$ cat src/rtl/des_arb_pkg.sv
// Shared types and source identifiers for the deserializer ingress arbiter.
package des_arb_pkg;

    typedef enum logic [1:0] {
        IDLE    = 2'd0,
        CAPTURE = 2'd1,
        ACK     = 2'd2,
        HOLDOFF = 2'd3
    } arb_state_t;

    localparam logic SRC_A = 1'b0;
    localparam logic SRC_B = 1'b1;

endpackage

$ cat src/rtl/des_ingress_arbiter_rr_pick2.sv
// Two-way round-robin choice: the source that was not granted last wins a tie.
module rr_pick2
    import des_arb_pkg::*;
(
    input  logic req_a,
    input  logic req_b,
    input  logic last_grant,
    output logic valid,
    output logic winner
);

    always_comb begin
        valid  = req_a | req_b;
        winner = SRC_A;
        if (req_a && req_b) begin
            winner = (last_grant == SRC_A) ? SRC_B : SRC_A;
        end else if (req_b) begin
            winner = SRC_B;
        end
    end

endmodule

$ cat src/rtl/des_ingress_arbiter.sv
// Sole writer of the byte queue: grants sources A/B round-robin, enqueues the
// byte, acks the source, then holds off one cycle while the source drops ready.
//
// state   | meaning
// IDLE    | waiting for a ready source and a non-full queue
// CAPTURE | enqueue strobe high with the latched byte
// ACK     | ack pulse to the granted source
// HOLDOFF | data_ready ignored while the source deasserts it
module des_ingress_arbiter
    import des_arb_pkg::*;
#(
    parameter int unsigned CNT_W     = 8,
    parameter int unsigned STALL_MAX = 16
) (
    input  logic             clock_100KHZ,
    input  logic             reset,
    input  logic             data_ready_a,
    input  logic [7:0]       data_a,
    output logic             ack_a,
    input  logic             data_ready_b,
    input  logic [7:0]       data_b,
    output logic             ack_b,
    input  logic             queue_full,
    output logic             enqueue_out,
    output logic [7:0]       data_to_queue,
    output logic             grant_src,
    output logic             busy,
    output logic [CNT_W-1:0] cnt_a,
    output logic [CNT_W-1:0] cnt_b,
    output logic             stall_err,
    output logic [1:0]       state_out
);

    localparam logic [7:0] STALL_LIM = STALL_MAX[7:0];

    arb_state_t       state_q, state_d;
    logic             enqueue_q, enqueue_d;
    logic             ack_a_q, ack_a_d;
    logic             ack_b_q, ack_b_d;
    logic [7:0]       data_q, data_d;
    logic             grant_q, grant_d;
    logic             last_grant_q, last_grant_d;
    logic             busy_q, busy_d;
    logic [CNT_W-1:0] cnt_a_q, cnt_a_d;
    logic [CNT_W-1:0] cnt_b_q, cnt_b_d;
    logic [7:0]       stall_cnt_q, stall_cnt_d;
    logic             stall_err_q, stall_err_d;

    logic pick_valid;
    logic pick_winner;

    rr_pick2 u_pick (
        .req_a      (data_ready_a),
        .req_b      (data_ready_b),
        .last_grant (last_grant_q),
        .valid      (pick_valid),
        .winner     (pick_winner)
    );

    always_comb begin
        state_d      = state_q;
        enqueue_d    = 1'b0;
        ack_a_d      = 1'b0;
        ack_b_d      = 1'b0;
        data_d       = data_q;
        grant_d      = grant_q;
        last_grant_d = last_grant_q;
        cnt_a_d      = cnt_a_q;
        cnt_b_d      = cnt_b_q;
        stall_cnt_d  = stall_cnt_q;
        stall_err_d  = stall_err_q;

        unique case (state_q)
            IDLE: begin
                if (pick_valid && queue_full) begin
                    if (stall_cnt_q != STALL_LIM) begin
                        stall_cnt_d = stall_cnt_q + 8'd1;
                    end
                    if (stall_cnt_d == STALL_LIM) begin
                        stall_err_d = 1'b1;
                    end
                end else begin
                    stall_cnt_d = 8'd0;
                    if (pick_valid) begin
                        state_d      = CAPTURE;
                        enqueue_d    = 1'b1;
                        data_d       = (pick_winner == SRC_B) ? data_b : data_a;
                        grant_d      = pick_winner;
                        last_grant_d = pick_winner;
                    end
                end
            end
            CAPTURE: begin
                state_d = ACK;
                if (grant_q == SRC_B) begin
                    ack_b_d = 1'b1;
                    cnt_b_d = cnt_b_q + CNT_W'(1);
                end else begin
                    ack_a_d = 1'b1;
                    cnt_a_d = cnt_a_q + CNT_W'(1);
                end
            end
            ACK:     state_d = HOLDOFF;
            HOLDOFF: state_d = IDLE;
            default: state_d = IDLE;
        endcase

        busy_d = (state_d != IDLE);
    end

    always_ff @(posedge clock_100KHZ) begin
        if (reset) begin
            state_q      <= IDLE;
            enqueue_q    <= 1'b0;
            ack_a_q      <= 1'b0;
            ack_b_q      <= 1'b0;
            data_q       <= 8'd0;
            grant_q      <= SRC_A;
            last_grant_q <= SRC_B;
            busy_q       <= 1'b0;
            cnt_a_q      <= '0;
            cnt_b_q      <= '0;
            stall_cnt_q  <= 8'd0;
            stall_err_q  <= 1'b0;
        end else begin
            state_q      <= state_d;
            enqueue_q    <= enqueue_d;
            ack_a_q      <= ack_a_d;
            ack_b_q      <= ack_b_d;
            data_q       <= data_d;
            grant_q      <= grant_d;
            last_grant_q <= last_grant_d;
            busy_q       <= busy_d;
            cnt_a_q      <= cnt_a_d;
            cnt_b_q      <= cnt_b_d;
            stall_cnt_q  <= stall_cnt_d;
            stall_err_q  <= stall_err_d;
        end
    end

    assign ack_a         = ack_a_q;
    assign ack_b         = ack_b_q;
    assign enqueue_out   = enqueue_q;
    assign data_to_queue = data_q;
    assign grant_src     = grant_q;
    assign busy          = busy_q;
    assign cnt_a         = cnt_a_q;
    assign cnt_b         = cnt_b_q;
    assign stall_err     = stall_err_q;
    assign state_out     = state_q;

endmodule

$ cat config.mk
export PLATFORM = sky130hd
export DESIGN_NAME = des_ingress_arbiter
export DESIGN_NICKNAME = d
export VERILOG_FILES = /design/src/rtl/des_arb_pkg.sv /design/src/rtl/des_ingress_arbiter_rr_pick2.sv /design/src/rtl/des_ingress_arbiter.sv
export SDC_FILE = /design/constraint.sdc
export NUM_CORES = 1
export LEC_CHECK = 0
export ABC_AREA = 1
export CAP_MARGIN = 10
export CORE_ASPECT_RATIO = 0.5
export CORE_MARGIN = 3
export CORE_UTILIZATION = 43
export DETAILED_ROUTE_END_ITERATION = 10
export GPL_TIMING_DRIVEN = 0
export PLACE_DENSITY_LB_ADDON = 0.1
export SYNTH_ARGS = -nofsm -noshare
export SYNTH_HDL_FRONTEND = slang
export SYNTH_SLANG_ARGS = --single-unit
$ cat constraint.sdc
create_clock -name clock_100KHZ -period 1.5 [get_ports clock_100KHZ]
set_input_delay 0.15 -clock clock_100KHZ [delete_from_list [all_inputs] [get_ports clock_100KHZ]]
set_output_delay 0.15 -clock clock_100KHZ [all_outputs]
set_load 0.01 [all_outputs]
Yosys cells after proc, flatten, opt, wreduce, memory -nomap -nowiden. Cells that the tools add are included.

Output and inout bits: 32. Register bits after elaboration: 41. Logic and storage cells: 49.

$add $sub $neg: 3. Equal/unequal tests: 5. Muxes and demuxes: 14. Bitwise logic cells: 5. Reductions and logical operators: 10.

Operators by type and width (count): $mux 8 (5); $add 8x1->8 const B (3); $eq 8x5->1 const B (1); $ne 8x5->1 const B (1); $pmux 2 s4 (1); $mux 1 (6); $reduce_and 3->1 (2); $eq 2x2->1 const B (2); $mux 2 (2); $not 1->1 (4); $reduce_and 2->1 (2); $reduce_or 3->1 (1); $eq 2x1->1 const B (1); $logic_and 1x1->1 (2); $logic_not 2->1 (1); $reduce_bool 2->1 (1); $reduce_or 2->1 (1); $or 1x1->1 (1).

Logic depth before layout (Yosys ltp).
Depth after elaboration: 6. Mapped depth: 12.

Hierarchy. A second synthesis with hierarchy kept.

Cells, all modules: 277. Area, all modules: 1985.7 um2.

By module, submodules not included: des_ingress_arbiter (times used 1, cells each 274, seq. area each 820.8 um2, area each 1970.6 um2); rr_pick2 (times used 1, cells each 3, seq. area each 0.0 um2, area each 15.0 um2).

Worst setup path before layout. No wires, ideal clock.

Path kind: register to register. Start: reg state_q[1] (netlist: state_out[1]). End: reg cnt_a_q[7] (netlist: cnt_a[7]). Cell stages (with the launch flop): 12. Period minus slack after synthesis: 1.474 ns. Path slack: 0.026 ns. Library setup time: 0.116 ns. Required time: 1.384 ns. Arrival time: 1.358 ns. Cells stage by stage: dfxtp_1 > inv_1 > ha_1 > inv_1 > nor2_4 > nand2_1 > nor2_2 > nand2_1 > nor3_2 > nand3_1 > nand2_1 > a21oi_1.

Longest elaborated chain between the ends: 2.

RTL lines: start, declared (line des_ingress_arbiter.sv:36) `arb_state_t state_q, state_d;`; start signal, assigned (line des_ingress_arbiter.sv:126) `state_q <= state_d;`; $eq 2x1->1 (line des_ingress_arbiter.sv:73) `unique case (state_q)`; $reduce_and 2->1 (no source line); end signal, assigned (line des_ingress_arbiter.sv:134) `cnt_a_q <= cnt_a_d;`; end, declared (line des_ingress_arbiter.sv:44) `logic [CNT_W-1:0] cnt_a_q, cnt_a_d;`.

Every way passes these cells. A chain may end at the register's enable or synchronous reset.

Final worst setup path.
Start: reg state_q[1] (netlist: state_out[1]). End: reg cnt_a_q[6] (netlist: cnt_a[6]).

Same word-level chain as after synthesis.

==> results.cfg <==
[timing]
max_clock_freq_mhz = 665
max_slew_margin_pct = 60.2
final.setup.tns_ns = -0.00434
min_period_over_period_pct = 100
hold-worst-slack_ns = 0.414
rsz0062_at_grt = yes
slew_viol_final = 0
fin_ws_ns = -0.00434
finalSetupViolations = 1
hold_viol_final = 0
period_needed_ns = 1.50
tightest_slew_ns = 0.597
finClkSkew_ns = 0.00740

[clocking]
clockBufferDepth = 2
clkSinkCount = 41
root_buffer = clkbuf_8
htreeDepth = 2
cts_buffers = 5
cts_tree = yes
cts_hold_buf = 0
insertion_delay_ns = 0.29
cts.clk_slew.worst_paths_ns = 0.08

[place]
hpwl_mm = 3.23
place_area_um2 = 2510
port_buffers = 52
place_congestion = 0.810
pre_cts_ws_ns = -0.250

[global_route]
grtUsageTotal_pct = 18.3
grt_first_pass_wirelength_mm = 7.59
antenna_found_initial = 0
overflow = 0
grt_pass1_vias = 1796
grt_max_degree = 12

[pwr]
power_density_nw_per_um2 = 919
leakage_nw = 1.19
peakVddDrop_mv = 0.578

[yosys]
synth_xor_xnor_area_share_pct = 1.37
ys_ff_latch = 41
synth_top_cell_area_share_pct = 42.7
synth.mux.area_fraction_pct = 0.521
ys_async_sr_fraction_pct = 0
synthFlopType = dfxtp_1
synth_common_cells = 58 x nand2_1, 41 x dfxtp_1, 35 x inv_1, 35 x nor2_1, 32 x a21oi_1
syn_avg_cell_area_um2 = 7.11
ys_warn_count = 0
synthesis.nets = 299
syn_area_um2 = 1920
synth_top_family_by_area = simple AND/OR/NAND/NOR gates
synth_top_area_cell = dfxtp_1
synth_area_leaders = dfxtp_1 43%, nand2_1 11%, a21oi_1 8.3%
synth_edf_count = 0
synth.distinct_cells = 25
synth-seq-area-share_pct = 42.7
synth_adder_area_share_pct = 5.21
synth-simple-area-share_pct = 27.2
synth-compound-area-share_pct = 14.3
synthCells = 270
synth_most_common_cell = nand2_1

[layout]
n_antenna_cell = 0
fill_cells = 364
drive_above_1_share_pct = 16.8
multiInputGateArea_um2 = 1030
regArea_um2 = 827
nNetsFinal = 369
postLayoutCellArea_um2 = 2790
area_growth_pct = 45.5

[drt]
dr.pass1.iters = 4
via_count = 1937
wl_per_cell_um = 12.0
viasPerCell = 4.93
drt_iter0_drc = 53
finalWirelength_mm = 4.73
remaining_drc_errors = 0
antenna_left = 0

[setup_path]
critical_path.cell_chain = inv_2 -> ha_4 -> inv_2 -> nor2_4 -> buf_4 -> nand2_1 -> nor2_2 -> nand2_1 -> nor3b_2 -> nor3_1
slowest_stage = dfxtp_2
slowest_delay_ns = 0.33
cp_data_required_time_ns = 1.65
regToRegEndpoint = cnt_a[6]
crit_type = reg -> reg
arrival_ns = 1.65
ff2ff_setup_slack_ns = -0.004
r2r-start = state_out[1]
critical-path-top-delay-family = simple AND/OR/NAND/NOR gates
end_kind = register
r2r_cells = 10
startpoint_type = register
worst-path-buf-inv = 3
crit_fanout = 4

[die]
dieHeight_um = 53.3
die-area_um2 = 5350
initial_utilization_pct = 47.0
fp.dieW_um = 101
io_pins = 53
rows = 16
core_area_um2 = 4080

[min_path]
hp-class = in -> reg
hold_end = data_to_queue[1]
worstHoldStart = data_a[1]
holdPathStages = 3

[status]
status = complete, but fails checks
violations = negative setup slack

[run]
drv_cap = 0
## cells by family (layout without fill, tap and decap cells)
| family | Yosys count | count (layout) |
|---|---|---|
| AO/OA/AOI/OAI | 54 | 54 |
| XOR/XNOR | 3 | 3 |
| adder cells (fa/ha/maj) | 8 | 8 |
| buffers and inverters | 44 | 113 |
| flip-flops | 41 | 41 |
| multiplexers | 1 | 1 |
| AND/OR/NAND/NOR | 119 | 119 |
## tightest hold or removal path: stages
cell and delay (ns):
clkdlybuf4s50_1 0.39, nand2_1 0.06, a21oi_1 0.05
## power breakdown
part | switching (W) | internal, W
sequential | 0.0000576 | 0.00117
clock | 0.000353 | 0.000306
combinational | 0.000341 | 0.000336
## registers in the layout (all words and copies together), names as in the netlist, 2 cells and up
register	cells
stall_cnt_q	8
cnt_b	8
state_out	2
data_to_queue	8
cnt_a	8
## area by class of cell
cell class	instances	area share, %
Inverter	39	5.64
Clock buffer	5	2.46
Sequential cell	41	29.6
Tap cell	54	2.42
Timing Repair Buffer	63	21.7
Clock inverter	1	0.179
Buffer	5	0.940
Multi-Input combinational cell	185	37.0
## timing repair
item / 4_1_cts / 5_1_grt
buffers inserted: 6 / 5
setup endpoints to repair: 24 / 28
pin swaps: 5 / 4
resized for setup: 11 / 34
## per-stage QoR
stage	utilization, %	cells	total power [W]
after floorplan	-	270	0.00154
after global placement	61.4	376	0.00180
after detailed placement	61.4	376	0.00181
after CTS	65.0	388	0.00253
after global routing	68.4	393	0.00271
final	68.4	393	0.00257
## routing by layer
layer / track usage (%) / share of wire (%)
met2: 30.2 / 46
met4: 5.59 / 0.89
met5: 0 / 0
met1: 22.0 / 46
met3: 7.50 / 6.8
## worst max path at each step
| stage | from | endpoint | cells after the start |
|---|---|---|---|
| 3_5_place_dp | state_out[0] | data_to_queue[4] | 7 |
| 3_3_place_gp | state_out[0] | data_to_queue[1] | 7 |
| 4_1_cts | state_out[1] | cnt_a[7] | 11 |
| 6_report | state_out[1] | cnt_a[6] | 10 |
| 2_1_floorplan | state_out[1] | cnt_a[7] | 11 |
| 5_1_grt | state_out[1] | cnt_b[7] | 13 |
## cells in the final DEF (no fill, tap or decap), types with 9 or more instances in the layout
master           Yosys  routed
nand3_1             11       9
nor2_1              35      28
dfxtp_1             41      36
nand2_1             58      56
a21oi_1             32      31
inv_1               35      32
clkdlybuf4s50_1      0      52
buf_4                0      10
o21ai_0             19      16
Power figures use the tool's default switching activity.
